`config.mk`:
```
export PLATFORM = sky130hd
export DESIGN_NAME = spi_ibp_master
export DESIGN_NICKNAME = d
export VERILOG_FILES = /design/src/rtl/ibp_pkg.sv /design/src/rtl/spi_pin_sync.sv /design/src/rtl/spi_ibp_master.sv
export SDC_FILE = /design/constraint.sdc
export NUM_CORES = 1
export LEC_CHECK = 0
export CORE_UTILIZATION = 60
export DETAILED_ROUTE_END_ITERATION = 10
export HOLD_SLACK_MARGIN = 0.12
export PLACE_DENSITY_LB_ADDON = 0.08
export SLEW_MARGIN = 20
export SYNTH_ARGS = -nofsm -noshare
export SYNTH_HDL_FRONTEND = slang
export SYNTH_SLANG_ARGS = --single-unit
```
`constraint.sdc`:
```
create_clock -name sys_clk_i -period 4.5 [get_ports sys_clk_i]
set_input_delay 0.675 -clock sys_clk_i [delete_from_list [all_inputs] [get_ports sys_clk_i]]
set_output_delay 0.675 -clock sys_clk_i [all_outputs]
set_load 0.02 [all_outputs]
```
`src/rtl/ibp_pkg.sv`:
```
// Shared ibp definitions: command encodings,
// field widths and handshake FSM states.
package ibp_pkg;
  localparam logic cReadCmd  = 1'b1;
  localparam logic cWriteCmd = 1'b0;
  localparam int cAddrW  = 7;
  localparam int cDataW  = 8;
  localparam int cFrameW = 16;

  typedef enum logic [1:0] {
    IDLE = 2'd0,
    REQ  = 2'd1,
    HOLD = 2'd2,
    REL  = 2'd3
  } state_e;
endpackage

```
`src/rtl/spi_pin_sync.sv`:
```
// SPI pin synchronizer and edge detector
// running in the system clock domain.
module spi_pin_sync #(
  parameter int cSyncStages = 2
) (
  input  logic i_clk,
  input  logic i_rst_n,
  input  logic i_sclk,
  input  logic i_csn,
  input  logic i_mosi,
  output logic o_sclk_rise,
  output logic o_sclk_fall,
  output logic o_csn_fall,
  output logic o_csn_rise,
  output logic o_mosi_s,
  output logic o_csn_s
);
  logic [cSyncStages-1:0] r_sclk;
  logic [cSyncStages-1:0] r_csn;
  logic [cSyncStages-1:0] r_mosi;
  logic r_sclk_d;
  logic r_csn_d;
  logic w_sclk;
  logic w_csn;

  // sync chains plus one delayed copy for edges
  always_ff @(posedge i_clk or negedge i_rst_n) begin
    if (!i_rst_n) begin
      r_sclk   <= '0;
      r_csn    <= '1;
      r_mosi   <= '0;
      r_sclk_d <= 1'b0;
      r_csn_d  <= 1'b1;
    end else begin
      r_sclk   <= {r_sclk[cSyncStages-2:0], i_sclk};
      r_csn    <= {r_csn[cSyncStages-2:0], i_csn};
      r_mosi   <= {r_mosi[cSyncStages-2:0], i_mosi};
      r_sclk_d <= w_sclk;
      r_csn_d  <= w_csn;
    end
  end

  assign w_sclk      = r_sclk[cSyncStages-1];
  assign w_csn       = r_csn[cSyncStages-1];
  assign o_sclk_rise = w_sclk & ~r_sclk_d;
  assign o_sclk_fall = ~w_sclk & r_sclk_d;
  assign o_csn_fall  = ~w_csn & r_csn_d;
  assign o_csn_rise  = w_csn & ~r_csn_d;
  assign o_mosi_s    = r_mosi[cSyncStages-1];
  assign o_csn_s     = w_csn;
endmodule

```
`src/rtl/spi_ibp_master.sv`:
```
// SPI mode-0 slave front end that issues one
// ibp four-phase transaction per 16-bit frame.
module spi_ibp_master
  import ibp_pkg::*;
#(
  parameter int         cSyncStages = 2,
  parameter int         cHoldCycles = 2,
  parameter int         cAckTimeout = 32,
  parameter logic [7:0] cRdDefault  = 8'hFF
) (
  input  logic              sys_clk_i,
  input  logic              sys_rstn_i,
  input  logic              spi_sclk_i,
  input  logic              spi_csn_i,
  input  logic              spi_mosi_i,
  output logic              spi_miso_o,
  output logic              spi_miso_oe_o,
  output logic              ibp_cmd,
  output logic [cAddrW-1:0] ibp_addr,
  output logic [cDataW-1:0] ibp_wdata,
  output logic              ibp_valid,
  input  logic              ibp_ack,
  input  logic [cDataW-1:0] ibp_rdata,
  output logic              busy_o,
  output logic              frame_err_o,
  output logic              timeout_o
);
  localparam int cCntW = $clog2(cAckTimeout + 1);

  logic w_sclk_rise, w_sclk_fall;
  logic w_csn_fall, w_csn_rise;
  logic w_mosi_s, w_csn_s;

  logic [4:0]        r_bits;
  logic [7:0]        r_sh;
  logic              r_fcmd;
  logic [cAddrW-1:0] r_faddr;
  logic              r_frame_rd;
  logic              r_ferr;
  logic              r_miso;
  logic [7:0]        r_tx;

  state_e            r_state, w_nxt;
  logic [cCntW-1:0]  r_cnt;
  logic              r_cmd;
  logic [cAddrW-1:0] r_addr;
  logic [cDataW-1:0] r_wdata;
  logic              r_pend, r_pcmd;
  logic [cAddrW-1:0] r_paddr;
  logic [cDataW-1:0] r_pdata;
  logic              r_rd_ok;
  logic [cDataW-1:0] r_rd_byte;
  logic              r_to;

  logic       w_bit_en, w_rd_req, w_wr_req;
  logic       w_issue, w_cap, w_to;
  logic [7:0] w_sh_nxt, w_byte;

  spi_pin_sync #(.cSyncStages(cSyncStages)) u_sync (
    .i_clk       (sys_clk_i),
    .i_rst_n     (sys_rstn_i),
    .i_sclk      (spi_sclk_i),
    .i_csn       (spi_csn_i),
    .i_mosi      (spi_mosi_i),
    .o_sclk_rise (w_sclk_rise),
    .o_sclk_fall (w_sclk_fall),
    .o_csn_fall  (w_csn_fall),
    .o_csn_rise  (w_csn_rise),
    .o_mosi_s    (w_mosi_s),
    .o_csn_s     (w_csn_s)
  );

  assign w_bit_en = w_sclk_rise & ~w_csn_s & ~w_csn_fall
                  & ~w_csn_rise & (r_bits != 5'd16);
  assign w_sh_nxt = {r_sh[6:0], w_mosi_s};
  assign w_rd_req = w_bit_en && r_bits == 5'd7
                  && w_sh_nxt[7] == cReadCmd;
  assign w_wr_req = w_bit_en && r_bits == 5'd15
                  && r_fcmd == cWriteCmd;
  assign w_byte   = r_rd_ok ? r_rd_byte : cRdDefault;

  // frame decoder: bit count, shift, header latch
  always_ff @(posedge sys_clk_i or negedge sys_rstn_i) begin
    if (!sys_rstn_i) begin
      r_bits     <= '0;
      r_sh       <= '0;
      r_fcmd     <= 1'b0;
      r_faddr    <= '0;
      r_frame_rd <= 1'b0;
      r_ferr     <= 1'b0;
    end else begin
      r_ferr <= 1'b0;
      if (w_csn_fall) begin
        r_bits     <= '0;
        r_frame_rd <= 1'b0;
      end else if (w_csn_rise) begin
        r_bits     <= '0;
        r_frame_rd <= 1'b0;
        r_ferr     <= (r_bits != 5'd16);
      end else if (w_bit_en) begin
        r_bits <= r_bits + 5'd1;
        r_sh   <= w_sh_nxt;
        if (r_bits == 5'd7) begin
          r_fcmd     <= w_sh_nxt[7];
          r_faddr    <= w_sh_nxt[6:0];
          r_frame_rd <= (w_sh_nxt[7] == cReadCmd);
        end
      end
    end
  end

  // MISO: read byte out after the header, else 1
  always_ff @(posedge sys_clk_i or negedge sys_rstn_i) begin
    if (!sys_rstn_i) begin
      r_miso <= 1'b1;
      r_tx   <= '0;
    end else if (w_csn_rise) begin
      r_miso <= 1'b1;
    end else if (w_sclk_fall && !w_csn_s) begin
      if (r_bits == 5'd8 && r_frame_rd) begin
        r_miso <= w_byte[7];
        r_tx   <= {w_byte[6:0], 1'b1};
      end else if (r_bits > 5'd8 && r_bits < 5'd16
                   && r_frame_rd) begin
        r_miso <= r_tx[7];
        r_tx   <= {r_tx[6:0], 1'b1};
      end else begin
        r_miso <= 1'b1;
      end
    end
  end

  // handshake state, fields, pending slot, capture
  always_ff @(posedge sys_clk_i or negedge sys_rstn_i) begin
    if (!sys_rstn_i) begin
      r_state   <= IDLE;
      r_cnt     <= '0;
      r_cmd     <= 1'b0;
      r_addr    <= '0;
      r_wdata   <= '0;
      r_pend    <= 1'b0;
      r_pcmd    <= 1'b0;
      r_paddr   <= '0;
      r_pdata   <= '0;
      r_rd_ok   <= 1'b0;
      r_rd_byte <= '0;
      r_to      <= 1'b0;
    end else begin
      r_state <= w_nxt;
      r_to    <= w_to;
      if (w_nxt != r_state || r_state == IDLE)
        r_cnt <= '0;
      else
        r_cnt <= r_cnt + 1'b1;
      if (w_issue) begin
        r_cmd   <= r_pcmd;
        r_addr  <= r_paddr;
        r_wdata <= r_pdata;
        r_pend  <= 1'b0;
      end
      if (w_cap && r_cmd == cReadCmd) begin
        r_rd_byte <= ibp_rdata;
        r_rd_ok   <= 1'b1;
      end
      if (w_rd_req) begin
        r_pend  <= 1'b1;
        r_pcmd  <= cReadCmd;
        r_paddr <= w_sh_nxt[6:0];
        r_pdata <= '0;
        r_rd_ok <= 1'b0;
      end else if (w_wr_req) begin
        r_pend  <= 1'b1;
        r_pcmd  <= cWriteCmd;
        r_paddr <= r_faddr;
        r_pdata <= w_sh_nxt;
      end
    end
  end

  // handshake next state and strobes
  always_comb begin
    w_nxt   = r_state;
    w_issue = 1'b0;
    w_cap   = 1'b0;
    w_to    = 1'b0;
    unique case (r_state)
      IDLE: if (r_pend && ibp_ack) begin
        w_nxt   = REQ;
        w_issue = 1'b1;
      end
      REQ: if (!ibp_ack) begin
        w_nxt = HOLD;
        w_cap = 1'b1;
      end else if (r_cnt == cCntW'(cAckTimeout - 1)) begin
        w_nxt = IDLE;
        w_to  = 1'b1;
      end
      HOLD: if (r_cnt == cCntW'(cHoldCycles - 1))
        w_nxt = REL;
      REL: if (ibp_ack) begin
        w_nxt = IDLE;
      end else if (r_cnt == cCntW'(cAckTimeout - 1)) begin
        w_nxt = IDLE;
        w_to  = 1'b1;
      end
      default: w_nxt = IDLE;
    endcase
  end

  assign spi_miso_o    = r_miso;
  assign spi_miso_oe_o = ~w_csn_s;
  assign ibp_cmd       = r_cmd;
  assign ibp_addr      = r_addr;
  assign ibp_wdata     = r_wdata;
  assign ibp_valid     = (r_state == REQ) || (r_state == HOLD);
  assign busy_o        = (r_state != IDLE);
  assign frame_err_o   = r_ferr;
  assign timeout_o     = r_to;
endmodule
```
==> results.tsv <==
stage	metric	value	unit
status	status	finished clean	
setup_path	Crit Path Class	reg -> out	
route	Final ANT Viol Nets	0	
global_routing	vias in the first global route	2504	
sta	Hold Violations, Final	0	
synthesis	Netlist cell types	41	
die	Rows	28	
die	Starting Density	0.6389	
setup_path	flop2flop setup slack	2.20	ns
sta	crit path time final	2.515	ns
cts	Hold Buf Count CTS	0	
route	initial DRC count	188	
synthesis	top-count cell post-synth	dfrtp_1	
die	I/O pins	36	
final_layout	Layout Nets	383	
synthesis	cell area after synthesis	3872	µm²
setup_path	Critical Path Most Common Cell	inv_1	
synthesis	Main synth FF type	dfrtp_1	
sta	worst hold margin	0.3113	ns
cts	clock latency on the worst-skew pair	0.35	ns
global_routing	initial antenna violation count	0	
setup_path	CP Launch Point	r_state[0]	
setup_path	CP arrival	1.84	ns
global_routing	first-pass GRT wire length	11660	µm
power	Switch Pwr	415.0	µW
synthesis	Synth area leaders	dfrtp_1 (56%), mux2_2 (11%), nand2_1 (4.2%)	
place	gpl congestion	0.8265	
cts	CTS resizes	0	
global_routing	largest net degree at the start of global routing	47	
power	Worst VDD drop	0.3289	mV
setup_path	R2R cell count	5	
flow_run	max_cap viols	0	
cts	Clock Path Buffers	2	
power	switching share of power	0.2479	
final_layout	Final Instance Count excl. Fillers	440	
cts	# Post-CTS Setup Buffers	0	
die	die extent in x	82.34	µm
cts	CTS root buffer	clkbuf_8	
place	I/O Buffers	35	
sta	final setup violation count	0	
synthesis	Synth Net Count	348	
final_layout	diode count	0	
global_routing	GRT Overall Usage	0.2338	
global_routing	gr ovfl total	0	
setup_path	CP startpoint kind	register	
setup_path	crit-path max cell delay	0.59	ns
power	Seq pwr share	0.529	
cts	CTS tree	done	
place	dpl cells	424	
route	router iterations before antenna repair	4	
synthesis	sequential cell area fraction in the yosys report	0.5829	
cts	H-tree depth	3	
setup_path	Req. time, crit path	3.83	ns
power	Leakage	0.002042	µW
sta	Final Max Tran Viols	0	
power	combinational power share	0.117	
die	Core ar.	6061	µm²
sta	Slew @ Worst Pin	0.9001	ns
cts	CTS Buf Count	9	
sta	Slew HR	0.3999	
die	Die Span Y	82.34	µm
setup_path	worst setup path endpoint	busy_o	
final_layout	Layout area overhead	15.06	%
power	clock power share	0.354	
power	P per Cell Area	375.8	nW/µm²
synthesis	top cells by count, synth	dfrtp_1 (86), nand2_1 (43), mux2_2 (38)	
route	DRC violations left	0	
synthesis	flops & latches, synth	90	
die	DIE AREA	6779	µm²
setup_path	crit path max fanout	8	
sta	Final Skew	0.008095	ns
route	total wire length	6835	µm
synthesis	Mapped Cells	325	
synthesis	Post-synth EDFFs	0	
sta	setup TNS	0	ns
route	average via count per standard cell	5.657	
sta	RSZ-0062 raised after global routing	no	
setup_path	RR Endpoint	r_paddr[0]	
setup_path	Slowest cell on crit path	clkdlybuf4s50_1	
sta	highest clock rate	0.3976	GHz
cts	clock slew at reported path FFs	0.08	ns
synthesis	synth warn	0	
synthesis	post-synth top area cell	dfrtp_1	
synthesis	Async S/R FF share, synth	1.000	
route	WL per Instance	15.53	µm
setup_path	CP Cell Sequence	inv_1, ha_1, inv_1, clkdlybuf4s50_1	
worst_hold_path	worst hold path type	in -> async	
synthesis	Syn Area/Cell	11.92	µm²
place	Final HPWL DP	4568	µm
synthesis	post-synth top area share	0.5557	
cts	CTS sink count	90	
sta	Tcrit/Tclk final	0.5589	
power	Internal Power	1259	µW
setup_path	worst r2r src	r_bits[0]	
route	DR vias	2489	
final_layout	fraction of layout cells with a size suffix above 1	0.2082	
setup_path	Critical Path End Type	primary output	
final cells by class:
class | instances | area (µm²)
inverters | 10 | 37.54
clock buffers | 11 | 141.4
repair buffers | 36 | 355.3
fillers | 410 | 1605
well taps | 75 | 93.84
multi-input cells | 213 | 1493
clock inverters | 5 | 77.57
flip-flops and latches | 90 | 2257
stage by stage:
step / utilization / worst slack, ns / area (µm²) / power [µW]
after detailed placement: 0.6990 / 1.990 / 4237 / 1097
after global routing: 0.7351 / 1.861 / 4456 / 1756
after CTS: 0.7351 / 1.975 / 4456 / 1686
after floorplan: - / 2.641 / 3872 / 1021
final: 0.7351 / 1.985 / 4456 / 1675
after global placement: 0.6990 / 2.033 / 4237 / 1092
cell families (layout without fill, tap and decap cells):
| group | count (synthesis) | in the layout | share of synthesized area |
|---|---|---|---|
| simple gates | 113 | 113 | 0.1460 |
| flops | 90 | 90 | 0.5829 |
| mux | 40 | 40 | 0.1157 |
| compound gates | 43 | 43 | 0.07658 |
| fa+ha+maj | 9 | 9 | 0.02908 |
| buf+inv | 22 | 62 | 0.03166 |
| xor+xnor | 8 | 8 | 0.01809 |
metal layers:
layer | GRT usage | vias up | wire length [µm] | part of all wire
li1 | - | 1192 | - | -
met1 | 0.3175 | 1236 | 3229 | 0.47
met2 | 0.3661 | 47 | 3212 | 0.47
met3 | 0.04615 | 14 | 249 | 0.036
met4 | 0.1035 | 0 | 143 | 0.021
met5 | 0 | - | 0 | 0
power groups by stage:
stage	logic, µW	clock network [µW]	registers, µW
final	195	593	886
after global routing	223	641	893
after CTS	197	604	885
after detailed placement	196	0	901
after global placement	193	0	899
after floorplan	132	0	889
worst min-delay path by stage:
stage | startpoint | to | slack [ns]
after floorplan | u_sync.r_mosi[0] | u_sync.r_mosi[1] | 0.33
after global placement | u_sync.r_sclk[0] | u_sync.r_sclk[1] | 0.33
after detailed placement | u_sync.r_sclk[0] | u_sync.r_sclk[1] | 0.34
after CTS | sys_rstn_i | r_tx[4] | 0.34
after global routing | sys_rstn_i | r_tx[3] | 0.36
final | sys_rstn_i | r_rd_byte[3] | 0.31
cell usage in the layout, fill, tap and decap left out, types with 7 or more instances in the layout:
master,instances
nand3_1,7
mux2_2,38
inv_1,9
ha_1,9
nand2_1,43
nor4_1,10
clkbuf_8,10
dfrtp_1,86
a21oi_2,12
clkdlybuf4s50_1,34
nor2_1,22
o31ai_1,8
a21oi_1,15
nor3_1,7
critical path: cells and delay by family, from the launching register on:
family     cells  cell delay, ns
flops          1            0.40
buf+inv        3            0.79
fa+ha+maj      1            0.30
registers in the layout (all words and copies together) (netlist names), 6 cells and up:
name,cells
ibp_addr,7
ibp_wdata,8
r_cnt,6
r_faddr,7
r_paddr,7
r_pdata,8
r_rd_byte,8
r_sh,7
r_tx,8
Power figures use the tool's default switching activity.
